`src/rtl/cond_flag_unit_if.sv`:
```
// Bundle of all non-clock/reset signals of cond_flag_unit.
//   master : ALU/control side. Drives flags, condition requests, acks and clears.
//   slave  : cond_flag_unit. Returns ready, the result, stored flags, v_sticky and pass_count.
interface cond_flag_unit_if #(
    parameter int unsigned CNT_W = 16
) ();
    logic             flag_we;
    logic             z_in;
    logic             n_in;
    logic             c_in;
    logic             v_in;
    logic             cond_valid;
    logic [3:0]       cond;
    logic             cond_ready;
    logic             result_valid;
    logic             result_ack;
    logic             cond_pass;
    logic             cond_illegal;
    logic [3:0]       flags;
    logic             v_sticky;
    logic             sticky_clr;
    logic [CNT_W-1:0] pass_count;
    logic             cnt_clr;

    modport master (
        output flag_we, z_in, n_in, c_in, v_in,
        output cond_valid, cond, result_ack, sticky_clr, cnt_clr,
        input  cond_ready, result_valid, cond_pass, cond_illegal,
        input  flags, v_sticky, pass_count
    );

    modport slave (
        input  flag_we, z_in, n_in, c_in, v_in,
        input  cond_valid, cond, result_ack, sticky_clr, cnt_clr,
        output cond_ready, result_valid, cond_pass, cond_illegal,
        output flags, v_sticky, pass_count
    );
endinterface

```
`src/rtl/cond_flag_unit.sv`:
```
// Architectural status register for the adder's N/Z/C/V flags plus a
// condition-code evaluator answering requests one cycle after acceptance.
// Also tracks a sticky overflow bit and a saturating count of passed conditions.
// Ports:
//   clk  : clock, rising edge
//   rst  : synchronous active-high reset
//   bus  : cond_flag_unit_if.slave (flag write, condition handshake, result,
//          stored flags, v_sticky, pass_count and their clears)
module cond_flag_unit #(
    parameter bit          BYPASS = 1'b1,
    parameter int unsigned CNT_W  = 16
) (
    input  logic             clk,
    input  logic             rst,
    cond_flag_unit_if.slave  bus
);
    localparam logic [CNT_W-1:0] CNT_MAX = {CNT_W{1'b1}};

    typedef enum logic {ST_EMPTY, ST_FULL} state_t;

    state_t           r_state;
    logic [3:0]       r_flags;
    logic             r_sticky;
    logic [CNT_W-1:0] r_cnt;
    logic             r_pass;
    logic             r_illegal;

    logic             w_ready;
    logic             w_accept;
    logic [3:0]       w_ef;
    logic             w_n, w_z, w_c, w_v;
    logic             w_pass;
    logic             w_illegal;

    // Ready depends only on state and ack so a full slot can drain and refill in one cycle.
    assign w_ready  = (r_state == ST_EMPTY) | bus.result_ack;
    assign w_accept = bus.cond_valid & w_ready;

    // Incoming flags are forwarded to a same-cycle condition when bypassing.
    assign w_ef = (BYPASS && bus.flag_we) ? {bus.n_in, bus.z_in, bus.c_in, bus.v_in} : r_flags;
    assign {w_n, w_z, w_c, w_v} = w_ef;

    // Condition code decode.
    always_comb begin
        w_pass    = 1'b0;
        w_illegal = 1'b0;
        case (bus.cond)
            4'b0000: w_pass = w_z;
            4'b0001: w_pass = ~w_z;
            4'b0010: w_pass = w_c;
            4'b0011: w_pass = ~w_c;
            4'b0100: w_pass = w_n;
            4'b0101: w_pass = ~w_n;
            4'b0110: w_pass = w_v;
            4'b0111: w_pass = ~w_v;
            4'b1000: w_pass = w_c & ~w_z;
            4'b1001: w_pass = ~w_c | w_z;
            4'b1010: w_pass = (w_n == w_v);
            4'b1011: w_pass = (w_n != w_v);
            4'b1100: w_pass = ~w_z & (w_n == w_v);
            4'b1101: w_pass = w_z | (w_n != w_v);
            4'b1110: w_pass = 1'b1;
            default: w_illegal = 1'b1;
        endcase
    end

    // Flag register, sticky overflow, pass counter and result FSM.
    always_ff @(posedge clk) begin
        if (rst) begin
            r_state   <= ST_EMPTY;
            r_flags   <= 4'b0000;
            r_sticky  <= 1'b0;
            r_cnt     <= '0;
            r_pass    <= 1'b0;
            r_illegal <= 1'b0;
        end else begin
            if (bus.flag_we) begin
                r_flags <= {bus.n_in, bus.z_in, bus.c_in, bus.v_in};
            end
            // A V=1 write beats a simultaneous clear.
            r_sticky <= (r_sticky & ~bus.sticky_clr) | (bus.flag_we & bus.v_in);

            // Clear wins, but a passing accept in the same cycle still counts once.
            if (bus.cnt_clr) begin
                r_cnt <= (w_accept && w_pass) ? CNT_W'(1) : '0;
            end else if (w_accept && w_pass && (r_cnt != CNT_MAX)) begin
                r_cnt <= r_cnt + CNT_W'(1);
            end

            case (r_state)
                ST_EMPTY: begin
                    if (w_accept) begin
                        r_pass    <= w_pass;
                        r_illegal <= w_illegal;
                        r_state   <= ST_FULL;
                    end
                end
                ST_FULL: begin
                    if (w_accept) begin
                        r_pass    <= w_pass;
                        r_illegal <= w_illegal;
                    end else if (bus.result_ack) begin
                        r_state <= ST_EMPTY;
                    end
                end
                default: r_state <= ST_EMPTY;
            endcase
        end
    end

    assign bus.cond_ready   = w_ready;
    assign bus.result_valid = (r_state == ST_FULL);
    assign bus.cond_pass    = r_pass;
    assign bus.cond_illegal = r_illegal;
    assign bus.flags        = r_flags;
    assign bus.v_sticky     = r_sticky;
    assign bus.pass_count   = r_cnt;
endmodule
```
`src/flat_wrapper.sv`:
```
// flat-port wrapper written by rule: the top's interface ports become plain ports
module cond_flag_unit_flat 
#(
    parameter bit          BYPASS = 1'b1,
    parameter int unsigned CNT_W  = 16
)
  (clk, rst, bus_flag_we, bus_z_in, bus_n_in, bus_c_in, bus_v_in, bus_cond_valid, bus_cond, bus_result_ack, bus_sticky_clr, bus_cnt_clr, bus_cond_ready, bus_result_valid, bus_cond_pass, bus_cond_illegal, bus_flags, bus_v_sticky, bus_pass_count);
  cond_flag_unit_if #(.CNT_W(CNT_W)) bus_i ();
  input  logic clk;
  input  logic rst;
  input wire logic [$bits(bus_i.flag_we)-1:0] bus_flag_we;
  input wire logic [$bits(bus_i.z_in)-1:0] bus_z_in;
  input wire logic [$bits(bus_i.n_in)-1:0] bus_n_in;
  input wire logic [$bits(bus_i.c_in)-1:0] bus_c_in;
  input wire logic [$bits(bus_i.v_in)-1:0] bus_v_in;
  input wire logic [$bits(bus_i.cond_valid)-1:0] bus_cond_valid;
  input wire logic [$bits(bus_i.cond)-1:0] bus_cond;
  input wire logic [$bits(bus_i.result_ack)-1:0] bus_result_ack;
  input wire logic [$bits(bus_i.sticky_clr)-1:0] bus_sticky_clr;
  input wire logic [$bits(bus_i.cnt_clr)-1:0] bus_cnt_clr;
  output wire logic [$bits(bus_i.cond_ready)-1:0] bus_cond_ready;
  output wire logic [$bits(bus_i.result_valid)-1:0] bus_result_valid;
  output wire logic [$bits(bus_i.cond_pass)-1:0] bus_cond_pass;
  output wire logic [$bits(bus_i.cond_illegal)-1:0] bus_cond_illegal;
  output wire logic [$bits(bus_i.flags)-1:0] bus_flags;
  output wire logic [$bits(bus_i.v_sticky)-1:0] bus_v_sticky;
  output wire logic [$bits(bus_i.pass_count)-1:0] bus_pass_count;
  assign bus_i.flag_we = bus_flag_we;
  assign bus_i.z_in = bus_z_in;
  assign bus_i.n_in = bus_n_in;
  assign bus_i.c_in = bus_c_in;
  assign bus_i.v_in = bus_v_in;
  assign bus_i.cond_valid = bus_cond_valid;
  assign bus_i.cond = bus_cond;
  assign bus_i.result_ack = bus_result_ack;
  assign bus_i.sticky_clr = bus_sticky_clr;
  assign bus_i.cnt_clr = bus_cnt_clr;
  assign bus_cond_ready = bus_i.cond_ready;
  assign bus_result_valid = bus_i.result_valid;
  assign bus_cond_pass = bus_i.cond_pass;
  assign bus_cond_illegal = bus_i.cond_illegal;
  assign bus_flags = bus_i.flags;
  assign bus_v_sticky = bus_i.v_sticky;
  assign bus_pass_count = bus_i.pass_count;
  cond_flag_unit #(.BYPASS(BYPASS), .CNT_W(CNT_W)) u_core (.clk(clk), .rst(rst), .bus(bus_i));
endmodule
```
`config.mk`:
```
export PLATFORM = sky130hd
export DESIGN_NAME = cond_flag_unit_flat
export DESIGN_NICKNAME = d
export VERILOG_FILES = /design/src/rtl/cond_flag_unit_if.sv /design/src/rtl/cond_flag_unit.sv /design/src/flat_wrapper.sv
export SDC_FILE = /design/constraint.sdc
export NUM_CORES = 1
export LEC_CHECK = 0
export ABC_AREA = 1
export BUFFER_PORTS_ARGS = -buffer_cell sky130_fd_sc_hd__clkbuf_2
export CORE_MARGIN = 2
export CORE_UTILIZATION = 45
export CTS_CLUSTER_SIZE = 20
export DETAILED_ROUTE_END_ITERATION = 10
export GPL_TIMING_DRIVEN = 0
export PLACE_DENSITY = 0.78
export SYNTH_ARGS = -nofsm -noshare
export SYNTH_HDL_FRONTEND = slang
export SYNTH_SLANG_ARGS = --single-unit
```
`constraint.sdc`:
```
create_clock -name clk -period 5.5 [get_ports clk]
set_input_delay 0.55 -clock clk [delete_from_list [all_inputs] [get_ports clk]]
set_output_delay 0.55 -clock clk [all_outputs]
set_load 0.03 [all_outputs]
```
* After elaboration in Yosys (flattened, before gate mapping)
Index checks and enable logic that the tools add are counted.
** Storage, ports and cells
- Register bits after elaboration :: 24
- Output and inout bits :: 25
- Word-level logic and storage cells :: 56
** Operators by class
- Equality and inequality tests :: 17
- $add $sub $neg :: 1
- Bitwise gates (word level) :: 15
- Reduce and logical (&&, ||, !) cells :: 5
- Multiplexer cells :: 12
** Operator list (count)
- 16-bit 2-to-1 mux :: 2
- 4-bit equality test, second input constant :: 7
- 16-bit by 1-bit adder with 16-bit output, second input constant :: 1
- 4-bit by 3-bit equality test with 1-bit output, second input constant :: 4
- 16-bit != test, second input constant :: 1
- 1-bit one-hot mux with 15 select lines :: 1
- 15-bit OR reduction :: 1
- 4-bit by 2-bit equality test with 1-bit output, second input constant :: 2
- 1-bit 2-to-1 mux :: 7
- 1-bit inverter :: 6
- 1-bit bitwise AND :: 5
- 4-bit by 1-bit equality test with 1-bit output, second input constant :: 1
- 4-bit logical NOT :: 1
- 4-bit 2-to-1 mux :: 1
- 1-bit OR :: 4
- 1-bit logical AND :: 2
- 1-bit one-hot mux with 2 select lines :: 1
- 2-bit nonzero test :: 1
- 1-bit equality test :: 1
- 1-bit != test :: 1

* Longest topological paths before layout
Gate-level depths: netlist (run 1).
- Depth in word-level cells :: 8
- Depth in mapped cells :: 16
- Mapped depth without buffers :: 14

* Worst setup path before layout (run 1)
OpenSTA, ideal clock, no wires.
- Kind :: register to register
- Start :: register u_core.r_cnt[0] (netlist: u_core.bus.pass_count[0])
- End :: register u_core.r_cnt[0] (netlist: u_core.bus.pass_count[0])
- Period minus slack after synthesis :: 2.075 ns
- Data required time :: 5.433 ns
- Stages on the path, launching flop included :: 13
- Slack :: 3.425 ns
- Arrival time :: 2.008 ns
- Cells stage by stage :: dfxtp_1 ha_1 nand3_2 nor2_2 nand2_2 nor2_4 nand2_4 nor2_8 nand4_4 nand3_2 buf_6 nand3_2 a21oi_2
** On the way
- Longest elaborated chain between the ends :: 3
- Elaborated cells on any way between the ends :: 6
** Ends and longest elaborated chain
- start, declared :: line cond_flag_unit.sv:24 : logic [CNT_W-1:0] r_cnt;
- start signal, assigned :: line cond_flag_unit.sv:85 : r_cnt <= (w_accept && w_pass) ? CNT_W'(1) : '0;
- start signal, assigned :: line cond_flag_unit.sv:87 : r_cnt <= r_cnt + CNT_W'(1);
- 16-bit by 1-bit adder with 16-bit output / 16-bit != test (equally long branches) :: line cond_flag_unit.sv:87, cond_flag_unit.sv:86
- 16-bit 2-to-1 mux / 1-bit logical AND (equally long branches) :: line cond_flag_unit.sv:86 : end else if (w_accept && w_pass && (r_cnt != CNT_MAX)) begin
- 16-bit 2-to-1 mux / 2-bit nonzero test (equally long branches)
Parallel ways exist; a longest one is shown, timed or not. The select of a mux whose other input is x is not followed.
A chain may end at the register's enable or synchronous reset.

* Worst setup path in the final report (run 1)
- Start :: register u_core.r_cnt[0] (netlist: u_core.bus.pass_count[0])
- End :: register u_core.r_cnt[13] (netlist: u_core.bus.pass_count[13])
The elaborated chain is that of the path after synthesis.

==> results of run 1 <==
[routing by layer]
metal	share of wire, %	global-route usage (%)	up-vias	routed length [um]
li1	-	-	836	-
met1	51	25.0	676	1630
met2	43	24.6	33	1370
met3	4.7	2.16	3	148
met4	0.75	5.83	0	24
met5	0	0	-	0
[cell families after synthesis]
kind of cell               count (synthesis)
AOI/OAI and AO/OA                         30
xor gates and xnor gates                   8
adders and majority gates                  1
buffers and inverters                     47
DFF                                       24
and+or+nand+nor                          132
[state kept, by name (all words and copies together), names as in the netlist]
register and flops:
u_core.bus.pass_count 16, u_core.bus.flags 4, u_core.bus.cond_illegal 1, u_core.bus.cond_pass 1
u_core.bus.result_valid 1, u_core.bus.v_sticky 1
[where the power goes]
part,internal [mW],switching (mW)
combinational,0.0243,0.0517
sequential,0.180,0.00546
clock,0.0405,0.0528
[final timing paths]
check / end / depth (start not counted) / start
worst max-delay path: u_core.bus.pass_count[13] / 12 / u_core.bus.pass_count[0]
worst min-delay path: u_core.bus.result_valid / 3 / bus_cond_valid
worst max register to register: u_core.bus.pass_count[13] / 12 / u_core.bus.pass_count[0]
worst min register to register: u_core.bus.v_sticky / 2 / u_core.bus.v_sticky
[Yosys cell counts, types with 2 or more instances]
cell | n | area, um2
nand4_1 | 4 | 25.0
nand3_1 | 18 | 90.1
inv_1 | 41 | 154
nand3_2 | 4 | 40.0
nand2_2 | 2 | 12.5
nand2_1 | 61 | 229
a21oi_1 | 16 | 80.1
buf_6 | 2 | 22.5
o21ai_0 | 10 | 50.1
nor2_1 | 32 | 120
nand3b_1 | 3 | 22.5
dfxtp_1 | 24 | 480
nor2_2 | 2 | 12.5
inv_2 | 2 | 7.51
xor2_1 | 7 | 61.3
[stage by stage]
step                      hold slack [ns]  util [%]  area, um2  worst slack [ns]
after floorplan                     0.585         -       1550              3.42
after global placement              0.452      54.2       1790              3.45
after detailed placement            0.459      54.2       1790              3.43
after CTS                           0.450      55.3       1830              3.41
after global routing                0.456      55.3       1830              3.22
final                               0.457      55.3       1830              3.43
[area by class of cell]
class,instances,area [um2],area share [%]
Multi-Input combinational cell,171,872,47.7
Tap cell,46,57.6,3.15
Clock buffer,4,36.3,1.98
Inverter,43,161,8.82
Sequential cell,24,480,26.3
Buffer,4,31.3,1.71
Timing Repair Buffer,38,190,10.4
[worst max-delay path, delay by kind of cell (launching register included)]
family / cells / cell delay, ns
adder cells (fa/ha/maj): 1 / 0.23
buffers and inverters: 1 / 0.16
AND/OR/NAND/NOR: 9 / 1.03
AO/OA/AOI/OAI: 1 / 0.14
flip-flops: 1 / 0.45
[cells in the final DEF (no fill, tap or decap), drive strengths merged]
master,n
nand2,64
inv,43
clkbuf,43
nor2,36
dfxtp,24
nand3,22
a21oi,17
o21ai,11
xor2,7
nand4,5
nand3b,3
buf,3
nor3,1
or2,1
o21a,1
a31oi,1
xnor2,1
ha,1
==> summary.md, run 1 <==
| Metric | Value |
|---|---|
| HP Class | `input pin to register` |
| Remaining global-route overflow | `0` |
| Vias in the first global route | `1,261` |
| Initial Utilization | `46.7%` |
| CP dominant cell by count | `nand3_2` |
| Worst skew pair latency | `around 0.32 ns` |
| Synth Cell Area | `0.00155 mm2` |
| Net count after synthesis | `roughly 260` |
| Yosys cell types | `29` |
| Via count | `between 1,500 and 2,000` |
| CP max-delay cell | `dfxtp_1` |
| Unrepaired setup endpoints after global routing | `no` |
| Die X | `62.6 um` |
| Via density | `4.69` |
| Hold Violations, Final | `0` |
| Reg clk slew, reported paths | `0.13 ns` |
| Worst Tran Pin Value | `0.588 ns` |
| IO Port Bufs | `38` |
| Multiplexer share of the synthesized area | `0%` |
| Pre-Repair DR Iteration Count | `4` |
| Largest net degree at the start of global routing | `14` |
| Avg Cell Area, Syn | `6.39 um2` |
| Syn. warnings | `0` |
| Site Rows | `21` |
| First-iteration detailed-routing DRC count | `76` |
| Worst-case clock buffer depth | `2` |
| Num CTS Buffers | `3` |
| Mapped Cells | `about 240` |
| CP endpoint kind | `register` |
| CP max stage delay | `0.45 ns` |
| All-Layer GR Usage | `16.7%` |
| CP Cell Sequence | `ha_1, nand3_2, nor2_2, nand2_2, nor2_4, nand2_4, nor2_8, nand4_4, nand3_2, buf_6, nand2_1, a21oi_1` |
| Crit-path max FO | `10` |
| Sequential area share after synthesis | `31.1%` |
| # IOs | `40` |
| Required @ worst endpoint | `5.76 ns` |
| GP Congestion | `0.784` |
| CTS root buf | `clkbuf_4` |
| Die ar. | `0.00392 mm2` |
| Average routed wire per standard cell | `between 9 and 10 um` |
| Worst clock skew | `roughly 0.0026 ns` |
| Non-filler cells, final | `330` |
| Asr flop ratio synth | `0%` |
| Total Power | `0.355 mW` |
| Area Overhead vs Synth | `18.4%` |
| Ys flop type | `dfxtp_1` |
| WP data arrival | `2.33 ns` |
| First-pass GRT wire length | `between 5 and 6 mm` |
| H-tree level count | `1` |
| Filler cells | `341` |
| Combinational family with the most area after synthesis | `simple AND/OR/NAND/NOR gates` |
| Area share of fa/ha/maj cells after synthesis | `0.810%` |
| Placed Instances | `326` |
| Rel. slew slack | `60.6%` |
| DP HPWL | `2.53 mm` |
| Simple-Gate Fraction of Synth Area | `40.9%` |
| Max-slew violations | `0` |
| CTS tree | `done` |
| Drc violations | `0` |
| Synth Area in Compound Gates | `10.2%` |
| ANT cells | `0` |
| Post-route ant nets | `0` |
| Post_cts resized | `0` |
| Chip Height | `62.6 um` |
| Core Area | `roughly 0.0033 mm2` |
| LEAKAGE | `~0.95 nW` |
| Fmax | `just under 0.5 GHz` |
| R2r setup slk | `3.43 ns` |
| Critical Path Source Type | `register` |
| Final Critical Period | `2.07 ns` |
| Run status | `finished, final reports clean` |
| Period utilisation layout | `37.7%` |
| Share of layout cells above drive strength 1 | `between 20% and 30%` |
| Max_cap viols | `0` |
| Final setup vio count | `0` |
| XOR/XNOR Fraction of Synth Area | `4.53%` |
| Post-CTS Setup Bufs | `0` |
| Final nets | `301` |
| WS Path Type | `register to register` |
| Worst vdd ir | `73.0 uV` |
| Routed WL | `around 3.2 mm` |
| Antenna violations before repair | `0` |
| TNS Setup | `0 ns` |
| Post-synth EDFFs | `0` |
| Power Density | `roughly 190 mW/mm2` |
| CTS hold repair buffers | `0` |
| CTS sink count | `24` |
| #FFs+latches synth | `24` |
Power figures use the tool's default switching activity.
==> inputs of run 2 (changes only) <==
--- a/config.mk
+++ b/config.mk
@@ -12,7 +12,7 @@
 export CTS_CLUSTER_SIZE = 20
 export DETAILED_ROUTE_END_ITERATION = 10
 export GPL_TIMING_DRIVEN = 0
-export PLACE_DENSITY = 0.78
+export PLACE_DENSITY = 0.8
 export SYNTH_ARGS = -nofsm -noshare
 export SYNTH_HDL_FRONTEND = slang
 export SYNTH_SLANG_ARGS = --single-unit
==> constraint.sdc (replaced) <==
create_clock -name clk -period 1.84 [get_ports clk]
set_input_delay 0.184 -clock clk [delete_from_list [all_inputs] [get_ports clk]]
set_output_delay 0.184 -clock clk [all_outputs]
set_load 0.03 [all_outputs]
==> summary.md, run 2 (synthesis gave the netlist of run 1 again) <==
| Metric | Value |
|---|---|
| CTS root buf | `clkbuf_4` |
| Internal cell power | `0.745 mW` |
| Largest net degree at the start of global routing | `14` |
| R2R depth | `12` |
| CP endpoint kind | `register` |
| Antenna violations before repair | `0` |
| Required @ worst endpoint | `roughly 2.1 ns` |
| Worst-case clock buffer depth | `2` |
| Fmax | `0.523 GHz` |
| Die X | `62.6 um` |
| LEAKAGE | `around 1 nW` |
| Chip Height | `approximately 63 um` |
| Drc violations | `0` |
| Worst skew pair latency | `0.32 ns` |
| Num CTS Buffers | `3` |
| Worst vdd ir | `332 uV` |
| Post-route ant nets | `0` |
| Unrepaired setup endpoints after global routing | `yes` |
| CTS hold repair buffers | `0` |
| Worst Path Buf+Inv | `1` |
| CP max-delay cell | `dfxtp_4` |
| Hold WS | `slightly above 0.07 ns` |
| Fin worst setup slack | `-0.0727 ns` |
| CP Depth | `12` |
| Flop pwr share | `between 50% and 60%` |
| CTS tree | `done` |
| First-iteration detailed-routing DRC count | `just over 90` |
| Power Density | `about 560 mW/mm2` |
| Met1 usage | `24.8%` |
| Remaining global-route overflow | `0` |
| Grt met3 use | `3.06%` |
| Combinational share of power | `23.1%` |
| Site Rows | `21` |
| Period utilisation layout | `104%` |
| Placed Instances | `326` |
| Most frequent cells in the layout | `nand2_1, inv_1, clkbuf_2` |
| Final Critical Period | `1.91 ns` |
| Commonest non-fill, non-tap cell in the layout | `nand2_1` |
| Pre-Repair DR Iteration Count | `4` |
| Failing checks | `negative setup slack` |
| Run status | `complete, but fails checks` |
| Critical Path Source Type | `register` |
| CP max stage delay | `0.39 ns` |
| Gr busiest metal | `met2` |
| All-Layer GR Usage | `between 10% and 20%` |
| Die ar. | `0.00392 mm2` |
| Final setup vio count | `10` |
| Max-slew violations | `0` |
| HP Class | `input pin to register` |
| First-pass GRT wire length | `5.82 mm` |
| Crit-path max FO | `7` |
| ANT cells | `0` |
| Max_cap viols | `0` |
| Reg clk slew, reported paths | `0.14 ns` |
| Hold Violations, Final | `0` |
| Max reg flops | `16` |
| GR Util met2 | `28.6%` |
| GP Congestion | `0.852` |
| WS Path Type | `register to register` |
| WP data arrival | `2.18 ns` |
| Share of layout cells above drive strength 1 | `29.1%` |
| Clk pwr share | `26.5%` |
| # IOs | `40` |
| Hold depth | `3` |
| Crit path max-delay family | `simple AND/OR/NAND/NOR gates` |
| CTS sink count | `24` |
| DP HPWL | `2.60 mm` |
| Vias in the first global route | `1,362` |
| CP Cell Sequence | `ha_4, nand3_4, nor2_4, nand2_2, nor2_4, nand2_4, nor2_8, nand4_4, nand3_4, buf_6, nand2_1, a21oi_2` |
| P_sw | `0.355 mW` |
| Average routed wire per standard cell | `10.8 um` |
| Via count | `between 1,500 and 2,000` |
| IO Port Bufs | `38` |
| Initial Utilization | `46.7%` |
| Via density | `roughly 4.8` |
| Rel. slew slack | `a little over half` |
| Core Area | `0.00331 mm2` |
| Area Overhead vs Synth | `26.9%` |
| Worst Tran Pin Value | `roughly 0.69 ns` |
| H-tree level count | `1` |
| Worst clock skew | `roughly 0.0017 ns` |
| Routed WL | `3.65 mm` |
| Sw frac | `32.3%` |
| Final nets | `slightly above 300` |
| Non-filler cells, final | `between 300 and 400` |
==> run 2: cell type report <==
type	count	area, um2
multi-input combinational	171	930
clock buffer	4	36.3
sequential	24	490
tap	46	57.6
timing repair buffer	46	254
inverter	43	161
fill	322	1350
buffer	4	31.3
==> run 2: power by group through the flow <==
stage | Combinational, mW | Clock (mW) | Sequential [mW]
CTS | 0.245 | 0.292 | 0.552
floorplan | 0.130 | 0 | 0.600
global route | 0.283 | 0.319 | 0.558
global placement | 0.229 | 0 | 0.565
detailed placement | 0.232 | 0 | 0.566
finish | 0.254 | 0.291 | 0.555
==> run 2: timing repair <==
action | 4_1_cts | 5_1_grt
pin swaps | 0 | 12
gates cloned | 1 | 0
setup endpoints to repair | 14 | 16
buffers inserted | 4 | 3
gates resized for setup | 2 | 17
==> run 2: routing by layer <==
layer	share of wire, %	vias to the layer above
met5	0	-
met4	1.5	0
met3	5.4	5
met2	46	49
met1	47	709
li1	-	852
==> run 2: worst paths after layout <==
check	from	endpoint	slack, ns
worst max-delay path	u_core.bus.pass_count[1]	u_core.bus.pass_count[11]	-0.07
worst min-delay path	bus_cond_valid	u_core.bus.result_valid	0.07
worst max register to register	u_core.bus.pass_count[1]	u_core.bus.pass_count[11]	-0.07
worst min register to register	u_core.bus.v_sticky	u_core.bus.v_sticky	0.47
==> run 2: through the flow <==
stage	setup TNS, ns	area (um2)	setup WS (ns)	utilization (%)	power (mW)
finish	-0.316	1960	-0.0727	59.2	1.10
global route	-1.93	1960	-0.178	59.2	1.16
CTS	-0.000321	1880	-0.000321	56.9	1.09
detailed placement	-1.04	1810	-0.102	54.7	0.797
global placement	-0.538	1810	-0.0631	54.7	0.794
floorplan	0	1560	0.000532	-	0.730
==> run 2: worst reg2reg max path: cells and delay by family, from the launching register on <==
kind	cells	cell delay, ns
buf+inv	1	0.14
fa+ha+maj	1	0.15
simple gates	9	1.04
compound gates	1	0.14
flops	1	0.39
